[src/rtl/risc_seq_ctrl.sv]
// risc_seq_ctrl: instruction queue feeding a three-state sequencer.
// An incoming word waits in a FIFO. The sequencer takes it from the FIFO head
// and issues load strobes in DECODE, then an execute strobe in EXEC.
// Optional feature macro: SEQ_ILLEGAL_TRAP_EN. When it is defined, an illegal
// op sets a sticky flag and the sequencer stops taking new instructions until reset.
//
// state  | meaning
// IDLE   | waiting; pops the queue head when the queue is not empty
// DECODE | load strobes (a_ld/b_ld) and operand fields presented
// EXEC   | exec_en presented for legal ops; illegal ops behave as NOP

module risc_seq_ctrl #(
   parameter int DEPTH = 16,
   parameter int IW    = 14
) (
   input  logic                   clk,
   input  logic                   rst,
   input  logic [IW-1:0]          instr_in,
   input  logic                   instr_valid,
   output logic                   instr_ready,
   output logic [$clog2(DEPTH):0] q_count,
   output logic                   a_ld,
   output logic                   b_ld,
   output logic                   src_mem,
   output logic [7:0]             imm,
   output logic [3:0]             rd_addr_a,
   output logic [3:0]             rd_addr_b,
   output logic                   exec_en,
   output logic [3:0]             op_sel,
   output logic                   busy,
   output logic                   illegal
);

   localparam int AW = $clog2(DEPTH);
   localparam int CW = AW + 1;
   localparam logic [CW-1:0] FULL_CNT = CW'(DEPTH);

   typedef enum logic [1:0] {
      ST_IDLE   = 2'd0,
      ST_DECODE = 2'd1,
      ST_EXEC   = 2'd2
   } state_t;

   state_t          state_q, state_d;
   logic [AW-1:0]   wr_ptr_q, wr_ptr_d;
   logic [AW-1:0]   rd_ptr_q, rd_ptr_d;
   logic [CW-1:0]   count_q, count_d;
   logic [IW-1:0]   instr_q, instr_d;
   logic            a_ld_q, a_ld_d;
   logic            b_ld_q, b_ld_d;
   logic            src_mem_q, src_mem_d;
   logic            exec_en_q, exec_en_d;
   logic            busy_q, busy_d;
   logic            illegal_q, illegal_d;
   logic [IW-1:0]   mem_q [DEPTH];

   logic            push;
   logic            pop;
   logic            halt;
   logic [IW-1:0]   head;

   function automatic logic op_legal(input logic [3:0] op);
      logic ok;
      case (op)
         4'b0000, 4'b0001, 4'b0010, 4'b0100,
         4'b0110, 4'b1100, 4'b1101: ok = 1'b1;
         default:                   ok = 1'b0;
      endcase
      return ok;
   endfunction

`ifdef SEQ_ILLEGAL_TRAP_EN
   assign halt = illegal_q;
`else
   assign halt = 1'b0;
`endif

   // A full queue refuses a push even when it pops in the same cycle.
   assign push = instr_valid && (count_q != FULL_CNT);
   assign pop  = (state_q == ST_IDLE) && (count_q != '0) && !halt;
   assign head = mem_q[rd_ptr_q];

   // Compute the next state of the queue and the sequencer.
   always_comb begin
      state_d   = state_q;
      instr_d   = instr_q;
      a_ld_d    = 1'b0;
      b_ld_d    = 1'b0;
      exec_en_d = 1'b0;
      src_mem_d = src_mem_q;
      busy_d    = busy_q;
      illegal_d = illegal_q;

      wr_ptr_d  = wr_ptr_q + AW'(push);
      rd_ptr_d  = rd_ptr_q + AW'(pop);
      count_d   = count_q + CW'(push) - CW'(pop);

      case (state_q)
         ST_IDLE: begin
            if (pop) begin
               state_d   = ST_DECODE;
               busy_d    = 1'b1;
               instr_d   = head;
               src_mem_d = 1'b0;
               case (head[13:12])
                  2'b00: begin
                     if (head[11:8] == 4'b1110) a_ld_d = 1'b1;
                     else                       b_ld_d = 1'b1;
                  end
                  2'b01: b_ld_d = 1'b1;
                  2'b11: begin
                     a_ld_d    = 1'b1;
                     b_ld_d    = 1'b1;
                     src_mem_d = 1'b1;
                  end
                  default: ;
               endcase
            end
         end
         ST_DECODE: begin
            state_d   = ST_EXEC;
            exec_en_d = op_legal(instr_q[11:8]);
         end
         ST_EXEC: begin
            state_d = ST_IDLE;
            busy_d  = 1'b0;
`ifdef SEQ_ILLEGAL_TRAP_EN
            if (!op_legal(instr_q[11:8])) illegal_d = 1'b1;
`endif
         end
         default: begin
            state_d = ST_IDLE;
            busy_d  = 1'b0;
         end
      endcase
   end

   // Register the control state and outputs. Reset discards any queued or in-flight work.
   always_ff @(posedge clk) begin
      if (rst) begin
         state_q   <= ST_IDLE;
         wr_ptr_q  <= '0;
         rd_ptr_q  <= '0;
         count_q   <= '0;
         instr_q   <= '0;
         a_ld_q    <= 1'b0;
         b_ld_q    <= 1'b0;
         src_mem_q <= 1'b0;
         exec_en_q <= 1'b0;
         busy_q    <= 1'b0;
         illegal_q <= 1'b0;
      end else begin
         state_q   <= state_d;
         wr_ptr_q  <= wr_ptr_d;
         rd_ptr_q  <= rd_ptr_d;
         count_q   <= count_d;
         instr_q   <= instr_d;
         a_ld_q    <= a_ld_d;
         b_ld_q    <= b_ld_d;
         src_mem_q <= src_mem_d;
         exec_en_q <= exec_en_d;
         busy_q    <= busy_d;
         illegal_q <= illegal_d;
      end
   end

   // Queue storage is not reset; resetting the pointers empties the queue.
   always_ff @(posedge clk) begin
      if (push && !rst) mem_q[wr_ptr_q] <= instr_in;
   end

   assign instr_ready = (count_q != FULL_CNT);
   assign q_count     = count_q;
   assign a_ld        = a_ld_q;
   assign b_ld        = b_ld_q;
   assign src_mem     = src_mem_q;
   assign exec_en     = exec_en_q;
   assign busy        = busy_q;
   assign imm         = instr_q[7:0];
   assign rd_addr_a   = instr_q[7:4];
   assign rd_addr_b   = instr_q[3:0];
   assign op_sel      = instr_q[11:8];
`ifdef SEQ_ILLEGAL_TRAP_EN
   assign illegal     = illegal_q;
`else
   assign illegal     = 1'b0;
`endif

endmodule

[config.mk]
export PLATFORM = sky130hd
export DESIGN_NAME = risc_seq_ctrl
export DESIGN_NICKNAME = d
export VERILOG_FILES = /design/src/rtl/risc_seq_ctrl.sv
export SDC_FILE = /design/constraint.sdc
export NUM_CORES = 1
export LEC_CHECK = 0
export ABC_CLOCK_PERIOD_IN_PS = 3900
export CORE_ASPECT_RATIO = 0.6
export CORE_MARGIN = 5
export CORE_UTILIZATION = 60
export CTS_BUF_LIST = sky130_fd_sc_hd__clkbuf_16
export DETAILED_ROUTE_END_ITERATION = 12
export PLACE_DENSITY = 0.91
export SLEW_MARGIN = 20
export SYNTH_ARGS = -nofsm -noshare
export SYNTH_HDL_FRONTEND = slang
export SYNTH_SLANG_ARGS = --single-unit
[constraint.sdc]
create_clock -name clk -period 3.9 [get_ports clk]
set_input_delay 1.17 -clock clk [delete_from_list [all_inputs] [get_ports clk]]
set_output_delay 1.17 -clock clk [all_outputs]
set_load 0.01 [all_outputs]
==> results.txt <==
Register share of total power = 46.0%
Slew @ Worst Pin = 1150 ps
Comb power frac = 24.8%
Root buffer cell = clkbuf_16
Final Hold Viols = 0
Die area = 19500 µm²
Syn Std Cell Area = 10000 µm²
Minimum clock period = 3660 ps
Final non-filler cell area = 11600 µm²
Net count, final = 623
Drt drc = 0
Delay-heaviest family, CP = adder cells
Routability cong. = 0.828
DR vias = 5273
# resized after CTS = 0
Initial DRC Count = 629
Post-layout util = 71.1%
Postcts setup bufs = 0
Synth Net Count = 549
Slowest stage delay, CP = 450 ps
Min Hold Slack = 461 ps
Detailed Route WL = 21800 µm
Max_slew headroom = 23.5%
Hold Crit Class = reg -> reg
CTS H-tree lvls = 1
First-pass GRT wire length = 33200 µm
Switch Pwr = 0.00206 W
CTS Sinks = 256
Max Freq = 273 MHz
Synth Instances = 517
Crit Path Class = reg -> reg
Worst Skew = 7.55 ps
CTS Hold Bufs = 0
HPWL after DPL = 13800 µm
Average vias per placed instance = 6.31
Synth unique cells = 43
Max-Cap Viols = 0
Tcrit/Tclk final = 93.9%
Pwr dens = 634 nW/µm²
Cell Chain, Critical Path = inv_1 > ha_1 > or3b_2 > o21ai_1 > inv_1 > ha_1 > inv_1 > ha_1 > fa_1 > a21oi_1 > nor2_1 > or3_1 > a21oi_1
#FFs+latches synth = 256
I/O Pins = 49
VDD IR max = 0.000453 V
Fin Setup TNS = 0 ps
Share of cells above drive strength 1 = 23.1%
CP Max Fanout = 16
Clock Power Share = 29.1%
WP data required = 4330 ps
Sw Ratio = 28.0%
Starting Density = 61.4%
Total gr overflow = 0
Critical path's slowest cell = fa_1
Worst setup SP type = register
Final setup fails = 0
Final ANT Viol Nets = 0
Synth top area share = 67.1%
Antenna Cells = 0
P&R area growth vs syn = 15.7%
GRT Total Usage = 23.3%
Internal = 0.00529 W
TritonCTS clock tree = built
Dominant cells by area after synthesis = edfxtp_1 67%, mux4_2 14%, dfxtp_1 6.4%
Fillcell total = 974
Initial antenna violation count = 0
Unrepaired setup endpoints after global routing = no
WP data arrival = 4090 ps
Pins over their slew limit = 0
Clock Latency Late Sink = 500 ps
CTS clk-pin slew, worst paths = 70 ps
Die W = 177 µm
CP Capture Type = register
Synthesis warning total = 0
Die height = 110 µm
Status = complete, no violations
DP Area = 10900 µm²
Drt pass-1 iters = 5
Total CTS buffers = 22
Post-synthesis sequential area ratio = 73.5%
Cell leakage power = 3.81 nW
Dominant cell type by area after synthesis = edfxtp_1
PortBufs = 47
Commonest non-fill, non-tap cell in the layout = edfxtp_1
Pin count of the biggest net entering global routing = 35
Core ar. = 16300 µm²
Commonest cells after routing, fill and taps aside = 224 x edfxtp_1, 62 x mux4_2, 47 x clkdlybuf4s50_1
CP bufs+invs = 3
# rows = 36
DR WL/cell = 26.1 µm
Max Root-Sink Buffers = 3
Avg Inst Size Synth = 19.4 µm²
Number of global-route vias before repair = 5418
-- cell type report --
type	count	area, µm²	share of cell area, %
Clock inverter	17	135	1.17
Inverter	10	37.5	0.324
Clock buffer	23	576	4.97
Timing Repair Buffer	82	758	6.54
Tap cell	228	285	2.46
Sequential cell	256	7370	63.6
Multi-Input combinational cell	219	2420	20.9
-- through the flow --
step	instances	power, W	worst slack, ps
floorplan	517	0.00460	529
global placement	795	0.00513	438
detailed placement	795	0.00523	302
CTS	835	0.00737	298
global route	835	0.00766	105
finish	835	0.00735	237
-- metal layers --
metal | global-route usage, % | part of all wire [%] | vias up
li1 | - | - | 2200
met1 | 32.9 | 40 | 2714
met2 | 37.4 | 47 | 307
met3 | 5.73 | 9.7 | 52
met4 | 6.18 | 2.9 | 0
met5 | 0 | 0 | -
-- logic make-up (layout without fill, tap and decap cells) --
logic type / after synthesis / after routing / share of synthesized area [%]
buf+inv: 42 / 132 / 2.46
xor+xnor: 7 / 7 / 0.612
simple gates: 92 / 92 / 4.42
other cells: 1 / 1 / 0.0374
mux: 70 / 70 / 14.7
fa+ha+maj: 15 / 15 / 1.95
compound gates: 34 / 34 / 2.25
flops: 256 / 256 / 73.5
-- worst reg2reg max path: stages (launching register included) --
cell     delay [ps]
dfxtp_1         340
inv_1           110
ha_1            180
or3b_2          440
o21ai_1         210
inv_1           320
ha_1            420
inv_1            50
ha_1            210
fa_1            450
a21oi_1         250
nor2_1          100
or3_1           370
a21oi_1         150
-- cell usage after synthesis --
cell         n
nand3_1      6
and3_1       1
xnor2_1      5
buf_12       2
buf_2        9
and4_1       1
edfxtp_1   224
nand2b_1     3
nor2b_1      9
a221oi_1     3
mux4_2      62
a21o_1       1
conb_1       1
dfxtp_1     32
or3b_2       1
inv_2        1
xor2_1       2
buf_1        4
a21oi_1     16
a311oi_1     1
o21ai_0      3
fa_1         1
mux2i_1      8
buf_4       10
or4_1        2
a211oi_2     1
ha_1        14
buf_6        1
o21a_1       2
o21ai_1      1
a22o_1       2
a22oi_1      3
and2_1       2
or3_1        1
nor2_1      26
a221oi_2     1
inv_1        9
nor3_1       8
nand2_1     27
clkbuf_1     6
nor3b_1      1
nand3b_1     3
nand4bb_1    1
-- flip-flops by register name (all words and copies together), names as in the netlist --
register	cells
a_ld	1
b_ld	1
busy	1
exec_en	1
instr_q	12
mem_q	224
q_count	5
rd_ptr_q	4
src_mem	1
state_q	2
wr_ptr_q	4
-- final timing paths --
check	start	to	slack, ps	cells after the start
worst min-delay path	src_mem	src_mem	460	2
worst max register to register	q_count[3]	q_count[4]	240	13
worst max-delay path	q_count[3]	q_count[4]	240	13
worst min register to register	src_mem	src_mem	460	2
-- power by group through the flow --
stage / clock network [W] / logic (W) / registers (W)
after detailed placement: 0 / 0.00179 / 0.00344
after CTS: 0.00216 / 0.00182 / 0.00338
after global placement: 0 / 0.00171 / 0.00342
after global routing: 0.00230 / 0.00195 / 0.00341
final: 0.00214 / 0.00182 / 0.00338
after floorplan: 0 / 0.00128 / 0.00332
No activity file was read; power rests on OpenSTA's default activity.
